## config.mk

```make
export PLATFORM = sky130hd
export DESIGN_NAME = pipe_hazard_sequencer
export DESIGN_NICKNAME = d
export VERILOG_FILES = /design/src/rtl/pipe_hazard_sequencer.sv
export SDC_FILE = /design/constraint.sdc
export NUM_CORES = 1
export LEC_CHECK = 0
export ABC_AREA = 0
export CORE_ASPECT_RATIO = 0.8
export CORE_UTILIZATION = 39
export CTS_CLUSTER_DIAMETER = 80
export DETAILED_ROUTE_END_ITERATION = 8
export PLACE_DENSITY = 0.92
export SLEW_MARGIN = 40
export SYNTH_ARGS = -nofsm -noshare
export SYNTH_HDL_FRONTEND = slang
export SYNTH_SLANG_ARGS = --single-unit
```

## constraint.sdc

```tcl
create_clock -name clk -period 2.45 [get_ports clk]
set_clock_uncertainty 0.05 [all_clocks]
set_input_delay 0.49 -clock clk [delete_from_list [all_inputs] [get_ports clk]]
set_output_delay 0.49 -clock clk [all_outputs]
set_load 0.01 [all_outputs]
```

## src/rtl/pipe_hazard_sequencer.sv

```systemverilog
// Stall/flush sequencer for the 5-stage RV32I pipeline, owns mul/div start.
// Define HAZARD_PERF_EN to build the stall/flush performance counters.
module pipe_hazard_sequencer #(
  parameter int unsigned MC_TIMEOUT = 64
) (
  input  logic        clk,
  input  logic        rst_n,
  input  logic        id_ex_memread,
  input  logic [4:0]  id_ex_rd,
  input  logic [4:0]  if_id_rs1,
  input  logic [4:0]  if_id_rs2,
  input  logic        ex_branch_taken,
  input  logic        ex_mc_op,
  input  logic        mc_done,
  input  logic        mem_req,
  input  logic        mem_ready,
  output logic        pc_en,
  output logic        if_id_en,
  output logic        id_ex_en,
  output logic        ex_mem_en,
  output logic        mem_wb_en,
  output logic        if_id_flush,
  output logic        id_ex_flush,
  output logic        ex_mem_bubble,
  output logic        mc_go,
  output logic        mc_err,
  output logic [31:0] stall_cycles,
  output logic [31:0] flush_events
);

  typedef enum logic [1:0] {
    S_RUN,
    S_MEM_WAIT,
    S_MC_WAIT
  } state_t;

  localparam bit          LP_WD_EN   = (MC_TIMEOUT != 0);
  localparam logic [15:0] LP_TO_LAST = 16'(MC_TIMEOUT - 1);

  state_t      r_state;
  state_t      w_state_nxt;
  logic [15:0] r_cnt;
  logic [15:0] w_cnt_nxt;
  logic        r_err;
  logic        w_err_set;
  logic        w_lu;
  logic        w_wd;
  logic        w_p2;
  logic        w_p34;

  assign w_lu = id_ex_memread && (id_ex_rd != 5'd0) &&
                ((id_ex_rd == if_id_rs1) || (id_ex_rd == if_id_rs2));

  assign w_wd = LP_WD_EN && (r_state == S_MC_WAIT) &&
                (r_cnt == LP_TO_LAST) && !mc_done;

  always_comb begin
    pc_en         = 1'b1;
    if_id_en      = 1'b1;
    id_ex_en      = 1'b1;
    ex_mem_en     = 1'b1;
    mem_wb_en     = 1'b1;
    if_id_flush   = 1'b0;
    id_ex_flush   = 1'b0;
    ex_mem_bubble = 1'b0;
    mc_go         = 1'b0;
    w_state_nxt   = r_state;
    w_cnt_nxt     = r_cnt;
    w_err_set     = 1'b0;
    w_p2          = 1'b0;
    w_p34         = 1'b0;

    unique case (r_state)
      S_RUN: begin
        if (mem_req && !mem_ready) begin
          {pc_en, if_id_en, id_ex_en, ex_mem_en, mem_wb_en} = '0;
          w_state_nxt = S_MEM_WAIT;
        end else begin
          w_p2 = 1'b1;
        end
      end
      S_MEM_WAIT: begin
        if (!mem_ready) begin
          {pc_en, if_id_en, id_ex_en, ex_mem_en, mem_wb_en} = '0;
        end else begin
          w_p2 = 1'b1;
        end
      end
      S_MC_WAIT: begin
        // A watchdog expiry releases EX exactly like a real completion.
        if (mc_done || w_wd) begin
          w_p34     = 1'b1;
          w_err_set = w_wd;
        end else begin
          {pc_en, if_id_en, id_ex_en} = '0;
          ex_mem_bubble = 1'b1;
          w_cnt_nxt     = r_cnt + 16'd1;
        end
      end
      default: w_state_nxt = S_RUN;
    endcase

    if (w_p2 && ex_mc_op) begin
      mc_go         = 1'b1;
      {pc_en, if_id_en, id_ex_en} = '0;
      ex_mem_bubble = 1'b1;
      w_cnt_nxt     = 16'd0;
      w_state_nxt   = S_MC_WAIT;
    end else if (w_p2 || w_p34) begin
      w_state_nxt = S_RUN;
      if (ex_branch_taken) begin
        if_id_flush = 1'b1;
        id_ex_flush = 1'b1;
      end else if (w_lu) begin
        pc_en       = 1'b0;
        if_id_en    = 1'b0;
        id_ex_flush = 1'b1;
      end
    end

    if (!rst_n) begin
      {pc_en, if_id_en, id_ex_en, ex_mem_en, mem_wb_en} = '0;
      if_id_flush   = 1'b1;
      id_ex_flush   = 1'b1;
      ex_mem_bubble = 1'b0;
      mc_go         = 1'b0;
      w_state_nxt   = S_RUN;
      w_cnt_nxt     = 16'd0;
      w_err_set     = 1'b0;
    end
  end

  always_ff @(posedge clk) begin
    if (!rst_n) begin
      r_state <= S_RUN;
      r_cnt   <= 16'd0;
      r_err   <= 1'b0;
    end else begin
      r_state <= w_state_nxt;
      r_cnt   <= w_cnt_nxt;
      if (w_err_set) r_err <= 1'b1;
    end
  end

  assign mc_err = r_err;

`ifdef HAZARD_PERF_EN
  logic [31:0] r_stall;
  logic [31:0] r_flush;

  always_ff @(posedge clk) begin
    if (!rst_n) begin
      r_stall <= 32'd0;
      r_flush <= 32'd0;
    end else begin
      if (!pc_en) r_stall <= r_stall + 32'd1;
      if (if_id_flush || id_ex_flush) r_flush <= r_flush + 32'd1;
    end
  end

  assign stall_cycles = r_stall;
  assign flush_events = r_flush;
`else
  assign stall_cycles = 32'd0;
  assign flush_events = 32'd0;
`endif

endmodule
```

# Yosys cells after proc, flatten, opt, wreduce, memory -nomap -nowiden
# Index checks and enable logic that the tools add are counted.
# W data, S select, Z words.
# word_totals
inputBits	23
regBits	19
out_inout_bits	74
# op_classes
n_eq_ne	8
muxes	37
reduce_logical	19
add_sub_neg	1
bitwise_logic	3
# ops
operator	count
$mux W1	30
$add A16 B1 Y16 const B	1
$eq A16 B6 Y1 const B	1
$eq A5 B5 Y1	2
$logic_and A1 B1 Y1	6
$mux W2	3
$reduce_and A2 Y1	3
$reduce_bool A5 Y1	1
$ne A4 B4 Y1 const B	1
$pmux W1 S2	2
$pmux W2 S2	1
$reduce_or A2 Y1	2
$logic_or A1 B1 Y1	3
$ne A3 B1 Y1 const B	1
$not A1 Y1	3
$pmux W1 S3	1
$reduce_or A3 Y1	1
$eq A2 B1 Y1 const B	1
$eq A2 B2 Y1 const B	1
$logic_not A1 Y1	2
$logic_not A2 Y1	1
$ne A2 B2 Y1 const B	1

# Logic depth before layout (Yosys ltp)
# depth
word_depth	11
mapped_depth	8
ltp_nobuf	7

# Worst setup path after synthesis
# No wires, ideal clock.
# synth_path
path_kind	input to output
from	in id_ex_rd[1]
to	out pc_en
slack_ns	0.040
path_stages	5
arrival_time_ns	1.870
t_required_ns	1.910
cell_sequence	or4_1 -> o21ai_0 -> a21oi_1 -> a311oi_1 -> buf_4
# synth_via
elab_chain_cells	8
# synth_lines
item	line_no	source
start: declaration	9	input logic [4:0] id_ex_rd,
$eq A5 B5 Y1 or $reduce_bool A5 Y1 (tied branches)	52, 51	
$logic_or A1 B1 Y1 or $logic_and A1 B1 Y1 (tied branches)	52, 51	
$logic_and A1 B1 Y1 *	51	assign w_lu = id_ex_memread && (id_ex_rd != 5'd0) &&
$mux W1 * (5 in series)	-	
end: declaration	17	output logic pc_en,
# Mark *: on every way between the ends. The rest lies on a longest branch, timed or not.

# Worst setup path in the final report
# layout_path
from	in id_ex_rd[2]
to	out pc_en
# layout_via
elab_chain_cells	8
# layout_lines
item	line_no	source
$eq A5 B5 Y1 or $reduce_bool A5 Y1 (tied branches)	52, 51	
$logic_or A1 B1 Y1 or $logic_and A1 B1 Y1 (tied branches)	52, 51	
$logic_and A1 B1 Y1 *	51	
$mux W1 *	114	end else if (w_lu) begin
$mux W1 *	111	if (ex_branch_taken) begin
$mux W1 *	109	end else if (w_p2 || w_p34) begin
$mux W1 *	103	if (w_p2 && ex_mc_op) begin
$mux W1 *	121	if (!rst_n) begin
# Marks and branches as above.

==> qor.csv <==
stage;metric;value;unit
grt;wire length of the first global-routing pass;6085;µm
placement;last weighted congestion value of the routability-driven placer;0.8686;
pwr;PwrDens;350.6;mW/mm²
timing;setup TNS after final layout;-0.02380;ns
synthesis;average instance area after synthesis;7.973;µm²
critical_path;critical path peak fanout;2;
pwr;Final Power;0.0007738;W
timing;Hold WS;0.4328;ns
grt;pin count of the biggest net entering global routing;17;
floorplan;effective utilization at floorplan;0.4077;
grt;All-Layer GR Usage;0.1658;
synthesis;predominant post-synthesis flop cell;dfxtp_1;
clocking;CTS Root Cell;clkbuf_8;
routing;post-route DRC violation count;1;
placement;port bufs;32;
routing;DRT iter0 DRCs;51;
clocking;clk slew on worst S/H paths;0.08;ns
grt;antenna violations before repair;0;
timing;Pins Over Slew Limit;0;
routing;Detailed Route WL;3785;µm
synthesis;Yosys warnings;0;
floorplan;die outline width;76.12;µm
synthesis;Post-Syn Instances;215;
layout;finished layout cell area;0.002207;mm²
synthesis;most area-consuming cells after synthesis;buf_4, dfxtp_1, xor2_1;
clocking;CTS Hold Buffers Added;0;
critical_path;Critical Setup Path Class;in2out;
routing;top routing layer in use;met4;
grt;remaining global-route overflow;0;
synthesis;sequential cell area fraction in the yosys report;0.2219;
synthesis;Compound-Gate Fraction of Synth Area;0.1190;
critical_path;register-to-register path setup slack;0.34;ns
synthesis;number of flops mapped to enable cells by yosys;0;
critical_path;Worst Path Buf+Inv;2;
pwr;leakage dissipation;1.055;nW
routing;Vias/cell;4.463;
routing;number of nets with antenna violations after routing;0;
placement;area after detailed placement;0.002068;mm²
synthesis;share of the synthesized netlist area taken by xor and xnor gates;0.09197;
layout;fraction of final layout cells with drive strength greater than 1;0.2302;
synthesis;most frequently used cell type in the post-synthesis netlist;buf_4;
critical_path;required time of the critical path;1.91;ns
synthesis;share of synthesized cell area in and, or, nand and nor gates;0.2080;
synthesis;multiplexer share of the synthesized area;0.01168;
critical_path;Critical Path, Cell by Cell;dlygate4sd2_1, or4_1, o21ai_1, a21oi_2, a311oi_2, buf_2;
synthesis;Unique masters post-synth;36;
timing;# setup viols final;2;
layout;Ant. Diodes;0;
layout;number of fill cells in the layout;390;
synthesis;Cell Area, Synth;0.001714;mm²
critical_path;peak per-stage delay on the critical path;0.52;ns
critical_path;gate family responsible for the most delay along the worst path;simple AND/OR/NAND/NOR gates;
pwr;Max rail drop VDD;197.5;µV
timing;slack of the critical path;-0.01702;ns
clocking;clk sink count;19;
routing;vias after detailed routing;1495;
critical_path;type of element capturing the critical path;primary output;
synthesis;flop and latch count out of synthesis;19;
clocking;TritonCTS clock tree;built;
layout;Layout Nets;307;
synthesis;arithmetic-cell share of the synthesized area counting full adders, half adders and majority gates;0.03650;
synthesis;fraction of synthesis flops using an asynchronous set or reset pin;0;
timing;maximum frequency from static timing analysis;0.4053;GHz
clocking;number of buffers created by CTS;3;
floorplan;placeable core area;0.004204;mm²
synthesis;fraction of synthesized cell area taken by the top area cell type;0.2891;
routing;met2 WL post-DR;1996;µm
critical_path;critical path data arrival time;1.93;ns
synthesis;cell taking the most area after synthesis;buf_4;
floorplan;DIE HEIGHT;61.30;µm
routing;post-detailed-route wirelength per cell;11.30;µm
floorplan;number of I/O pins;97;
status;run status;finished with violations;
worst_hold_path;class of the tightest hold or removal check;reg2reg;
layout;Area growth syn-to-layout;28.76;%
routing;Routed met1 length;1549;µm
routing;routed wl met3;153;µm
critical_path;cell with the biggest individual delay on the critical path;or4_1;
placement;estimated wirelength of the detail-placed design;2766;µm
synthesis;cell types with the highest counts after synthesis;buf_4, nor2_1, dfxtp_1, nand2_1, xor2_1;
timing;post-route minimum period;2.467;ns
critical_path;Setup crit start kind;input pin;
floorplan;DIE AREA;0.004666;mm²
timing;ratio of final minimum period to clock period;1.007;
routing;detailed-router iteration count before antenna repair;6;
clocking;number of levels in the clock H-tree;1;
job;number of maximum-capacitance violations;0;
floorplan;Site Rows;21;
timing;final hold violation count;0;
grt;number of global-route vias before repair;1336;
clocking;buffer depth of the longest clock path;2;
status;violations in the final reports;design-rule violations, negative setup slack;
timing;RSZ-0062 raised after global routing;yes;
synthesis;combinational family with the most area after synthesis;buffers and inverters;
clocking;clock network latency to the later pin of the worst-skew pair;0.27;ns
layout make-up:
type / count / area (µm²) / area share
Tap cell: 57 / 71.32 / 0.03231
Sequential cell: 19 / 384.1 / 0.1740
Inverter: 6 / 22.52 / 0.01020
Timing Repair Buffer: 64 / 564.3 / 0.2557
Multi-Input combinational cell: 185 / 1119 / 0.5068
Clock buffer: 3 / 41.29 / 0.01871
Clock inverter: 1 / 5.005 / 0.002268
cells by family after synthesis:
| family | count (synthesis) |
|---|---|
| AND/OR/NAND/NOR | 68 |
| XOR/XNOR | 18 |
| AO/OA/AOI/OAI | 28 |
| other | 1 |
| flip-flops | 19 |
| buffers and inverters | 74 |
| multiplexers | 2 |
| adder cells (fa/ha/maj) | 5 |
routing by layer:
metal	global-route usage	vias to the layer above
met2	0.3377	53
met5	0	-
li1	-	730
met1	0.1816	703
met3	0.01778	9
met4	0.07418	0
worst min-delay path, cell delays in order (launching register included):
cell and delay [ns]:
dfxtp_1 0.34, nor2_1 0.05, nor2_1 0.07
final timing paths:
check / start / to / depth (start not counted)
worst max-delay path: id_ex_rd[2] / pc_en / 6
worst min-delay path: mc_err / mc_err / 2
worst max register to register: r_state[1] / r_cnt[11] / 9
worst min register to register: mc_err / mc_err / 2
where the power goes:
group / switching (W) / internal [W] / leakage [nW]
registers: 0.00000191 / 0.000311 / 0.155
clock network: 0.000119 / 0.000114 / 0.0255
logic: 0.000133 / 0.0000943 / 0.875
sequential cells by signal, indices dropped and copies added (netlist names):
name	cells
r_state	2
mc_err	1
r_cnt	16
repair_timing:
action / CTS / global route
setup buffers: 1 / 0
resized for setup: 32 / 27
pin swaps: 3 / 12
endpoints found under the setup margin: 9 / 6
metrics by stage:
stage / instances / util / worst slack, ns
final: 335 / 0.5250 / -0.01702
after global routing: 335 / 0.5250 / -0.06942
after CTS: 335 / 0.5083 / 0.005446
after detailed placement: 330 / 0.4920 / -0.7420
after global placement: 330 / 0.4920 / -0.6519
after floorplan: 278 / - / 0.04044
placed cells by master (no fill, tap or decap), types with 3 or more instances in the layout:
cell,count
dfxtp_2,3
nor2_1,20
or4_1,5
nand2_1,13
nor3_1,3
clkbuf_8,3
clkdlybuf4s15_1,3
xnor2_1,5
conb_1,64
buf_4,28
buf_2,3
dfxtp_1,16
dlymetal6s2s_1,7
or3_1,3
nand3_1,6
o21ai_0,5
inv_1,6
o211ai_1,4
a21oi_1,5
dlygate4sd2_1,7
ha_1,3
buf_6,4
clkdlybuf4s50_1,11
xor2_1,12
No activity file was read; power rests on OpenSTA's default activity.
